File: src/rtl/nasti_tc_pkg.sv
// Shared types, constants and the data-pattern rule for the DDR traffic checker.
package nasti_tc_pkg;

    typedef enum logic [2:0] {
        IDLE,
        WR_ADDR,
        WR_DATA,
        WR_RESP,
        RD_ADDR,
        RD_DATA,
        DONE
    } state_t;

    localparam logic [1:0] RESP_OKAY  = 2'b00;
    localparam logic [1:0] BURST_INCR = 2'b01;

    // 32-bit lane `lane` of the beat at byte address `addr`: (addr + 4*lane) ^ seed.
    function automatic logic [31:0] pattern(input logic [63:0] addr,
                                            input logic [31:0] seed,
                                            input int unsigned lane);
        logic [63:0] lane_addr;
        lane_addr = addr + 64'(lane) * 64'd4;
        return lane_addr[31:0] ^ seed;
    endfunction

endpackage

File: src/rtl/nasti_tc_pattern.sv
// Combinational expected-word generator: one pattern lane per 32 bits of the bus.
module nasti_tc_pattern
    import nasti_tc_pkg::*;
#(
    parameter int          ADDR_W = 32,
    parameter int          DATA_W = 64,
    parameter logic [31:0] SEED   = 32'hA5A5_5A5A
) (
    input  logic [ADDR_W-1:0] addr,
    output logic [DATA_W-1:0] word
);
    localparam int LANES = DATA_W / 32;

    for (genvar i = 0; i < LANES; i++) begin : g_lane
        assign word[32*i +: 32] = pattern(64'(addr), SEED, unsigned'(i));
    end

endmodule

File: config.mk
export PLATFORM = sky130hd
export DESIGN_NAME = nasti_tc_pattern
export DESIGN_NICKNAME = d
export VERILOG_FILES = /design/src/rtl/nasti_tc_pkg.sv /design/src/rtl/nasti_tc_pattern.sv
export SDC_FILE = /design/constraint.sdc
export NUM_CORES = 1
export LEC_CHECK = 0
export CELL_PAD_IN_SITES_DETAIL_PLACEMENT = 0
export CELL_PAD_IN_SITES_GLOBAL_PLACEMENT = 2
export CORE_ASPECT_RATIO = 0.5
export CORE_MARGIN = 2
export CORE_UTILIZATION = 13
export DETAILED_ROUTE_END_ITERATION = 8
export GPL_TIMING_DRIVEN = 0
export PLACE_DENSITY = 0.95
export SYNTH_ARGS = -nofsm -noshare
export SYNTH_HDL_FRONTEND = slang
export SYNTH_SLANG_ARGS = --single-unit
File: constraint.sdc
create_clock -name vclk -period 2.65
set_input_delay 0.3975 -clock vclk [all_inputs]
set_output_delay 0.3975 -clock vclk [all_outputs]
set_load 0.005 [all_outputs]
After elaboration in Yosys (flattened, before gate mapping). Index checks and enable logic that the tools add are counted.

Bits of input ports: 32. Register bits: 0. Word-level logic and storage cells: 3. Output and inout bits: 64.

Bitwise logic cells: 2. Add/sub/neg operators: 1.

Operator list (number): adder 32 x 3 -> 32 bit (second input constant) (1); inverter 16 bit (2).

Longest topological paths before layout.
Word-level depth: 2. Depth in mapped cells: 6. Depth with buffers taken out: 5.

Least setup slack after synthesis. OpenSTA, ideal clock, no wires.

Path type: input-to-output. Start: in addr[2]. End: out word[56]. Buffers on the path: 1. Stages on the path: 6. Data required time: 2253 ps. Arrival: 1262 ps. Path slack: 991 ps. Cells stage by stage: ha_1 nand2_1 nor3_2 buf_4 nand4_2 xnor2_1.

Cells in the longest elaborated chain, start to end: 2.

Ends and longest elaborated chain: start: declaration (line nasti_tc_pattern.sv:9) `input logic [ADDR_W-1:0] addr,`; adder 32 x 3 -> 32 bit (line nasti_tc_pkg.sv:22) `lane_addr = addr + 64'(lane) * 64'd4;`; inverter 16 bit (no source line); end: declaration (line nasti_tc_pattern.sv:10) `output logic [DATA_W-1:0] word`.

No other way between the ends.

Final worst setup path.
Start: in addr[9]. End: out word[45].

Cells in the longest elaborated chain, start to end: 1.

Ends and longest elaborated chain (line): adder 32 x 3 -> 32 bit (nasti_tc_pkg.sv:22).

No other way between the ends.

==> results.py <==
metrics = {
    "floorplanning": {
        "ios": 96,
        "coreArea_um2": 6110,
        "die_area_um2": 7040,
        "fp.dieW_um": 117,
        "rows": 20,
        "die_y_um": 60.4,
        "initial_utilization_pct": 13.5,
    },
    "placed_design": {
        "hpwl_um": 2730,
        "dp_slack_ps": -298,
        "place_inst": 300,
        "place_area_um2": 1890,
        "gp_congestion": 0.710,
        "port-buffer-count": 95,
    },
    "logic_synthesis": {
        "synth.net_count": 150,
        "ys_types": 19,
        "synthCells": 117,
        "syn-cell-area_um2": 826,
        "avgSynthCellArea_um2": 7.06,
        "yosysWarnings": 0,
        "yosysSeqAreaShare_pct": 0,
    },
    "layout": {
        "stdcell_count": 309,
        "layout.nets": 256,
        "flops_and_latches": 0,
        "fin_util_pct": 32.6,
        "register_area_um2": 0,
        "nClkBuffers": 0,
        "drive_gt1_share_pct": 22.6,
        "diodes": 0,
        "fin_area_um2": 1990,
        "fill_cells": 661,
        "area_growth_pct": 141,
        "multi_input_area_um2": 627,
    },
    "global_routing": {
        "grt_pass1_wl_um": 5000,
        "antenna_found_initial": 0,
        "grt_use_total_pct": 8.63,
        "overflow": 0,
        "grt_pass1_vias": 1094,
        "grt_max_degree": 11,
    },
    "timing": {
        "drv_slew": 0,
        "fmax_ghz": 0.400,
        "rsz0062_at_grt": "no",
        "post-route-period-util_pct": 94.4,
        "final-setup-viol-count": 0,
        "relSlewSlack_pct": 82.7,
        "hold_ws_ps": 1310,
        "layout_min_cycle_time_ps": 2500,
        "finalHoldViolCount": 0,
        "tightest_slew_ps": 259,
        "setup_tns_ps": 0,
        "fin_ws_ps": 148,
    },
    "critical_path": {
        "crit_buf_inv": 3,
        "crit_slowest_cell": "clkdlybuf4s50_1",
        "cp.required_ps": 2250,
        "cpLargestDelayFamily": "buffers and inverters",
        "cp_max_fo": 5,
        "critPathMostFrequentCell": "clkdlybuf4s50_1",
        "endpoint_kind": "output port",
        "critical_path_arrival_ps": 2100,
        "crit_type": "input pin to output port",
        "timing.critical_path.cells": "clkdlybuf4s50_1 -> nand2_2 -> nor3_4 -> buf_6 -> nand4_1 -> xnor2_1 -> clkdlybuf4s50_1",
        "startpoint_type": "input pin",
        "cpPeakStageDelay_ps": 520,
    },
    "power_and_ir_drop": {
        "switchingPower_uw": 81.4,
        "intPower_uw": 153,
        "p_comb_share_pct": 100.0,
        "power_density_nw_per_um2": 118,
        "peakVddDrop_mv": 0.0442,
        "clkPwrFrac_pct": 0,
        "seq_power_share_pct": 0,
        "p_leak_nw": 0.946,
        "power_uw": 235,
        "switching_share_pct": 34.7,
    },
    "route": {
        "drc_errors": 0,
        "drt_iter0_drc": 29,
        "routedWlPerCell_um": 10.6,
        "first_pass_iters": 4,
        "antenna_left": 0,
        "viasPerCell": 3.61,
        "num_vias": 1115,
        "totalWireLength_um": 3280,
    },
    "status": {
        "status": "finished, final reports clean",
    },
    "min_path": {
        "hp-class": "input pin to output port",
    },
    "job": {
        "drv_cap": 0,
    },
    "clocking": {
        "cts_hold_buf": 0,
    },
}
==> metal layers <==
layer,vias to the layer above,GRT usage [%],share of wire (%)
met5,-,0,0
met2,38,18.8,55
li1,571,-,-
met4,0,0,0
met1,506,9.77,37
met3,0,0.799,7.4
==> synth_stat cells <==
master	n	share of area [%]
a21oi_1	1	0.61
and3_1	8	6.1
xor2_1	4	4.2
buf_2	1	0.61
nand2_1	7	3.2
xnor2_1	23	24
nand4_1	4	3.0
nor3_2	2	2.4
ha_1	1	1.5
buf_12	1	2.4
nand3_2	2	2.4
nand4_2	6	9.1
inv_1	18	8.2
nand3_1	7	4.2
buf_4	20	18
buf_6	1	1.4
and2_1	4	3.0
and4_1	3	3.2
nor2_1	4	1.8
==> power by group through the flow <==
stage,Combinational (mW),Sequential [mW],Clock (mW)
2_1_floorplan,0.0707,0,0
3_3_place_gp,0.241,0,0
3_5_place_dp,0.244,0,0
4_1_cts,0.238,0,0
5_1_grt,0.254,0,0
6_report,0.235,0,0
==> worst paths after layout <==
path	startpoint	endpoint	slack, ps	cells past startpoint
setup / recovery	addr[9]	word[45]	150	7
hold / removal	addr[19]	word[51]	1310	3
==> layout by cell type (no fill, tap or decap), types with 5 or more instances in the layout <==
master,n
xnor2_1,22
inv_1,18
dlygate4sd2_1,25
clkdlybuf4s50_1,66
nand3_1,6
nand4_2,6
and3_1,7
buf_4,27
nand2_1,5
==> kinds of logic after synthesis <==
family,share of synthesized area (%)
xor gates and xnor gates,28.6
adders and majority gates,1.51
AOI/OAI and AO/OA,0.605
buffers and inverters,30.8
and+or+nand+nor,38.5
==> area by class of cell <==
cell class	count	area share [%]
timing repair buffer	104	49.7
multi-input combinational	76	31.5
buffer	23	9.86
tap	88	5.53
inverter	18	3.39
==> repair_timing <==
| action | CTS | global route |
|---|---|---|
| gates resized for setup | 44 | 5 |
| pin swaps | 1 | 2 |
| setup buffers | 3 | 5 |
| cloned | 1 | 0 |
| endpoints found under the setup margin | 22 | 5 |
==> tightest hold or removal path, cell delays in order <==
cell            delay [ps]
dlygate4sd2_1          270
xnor2_1                 90
dlymetal6s2s_1         150
Power figures use the tool's default switching activity.
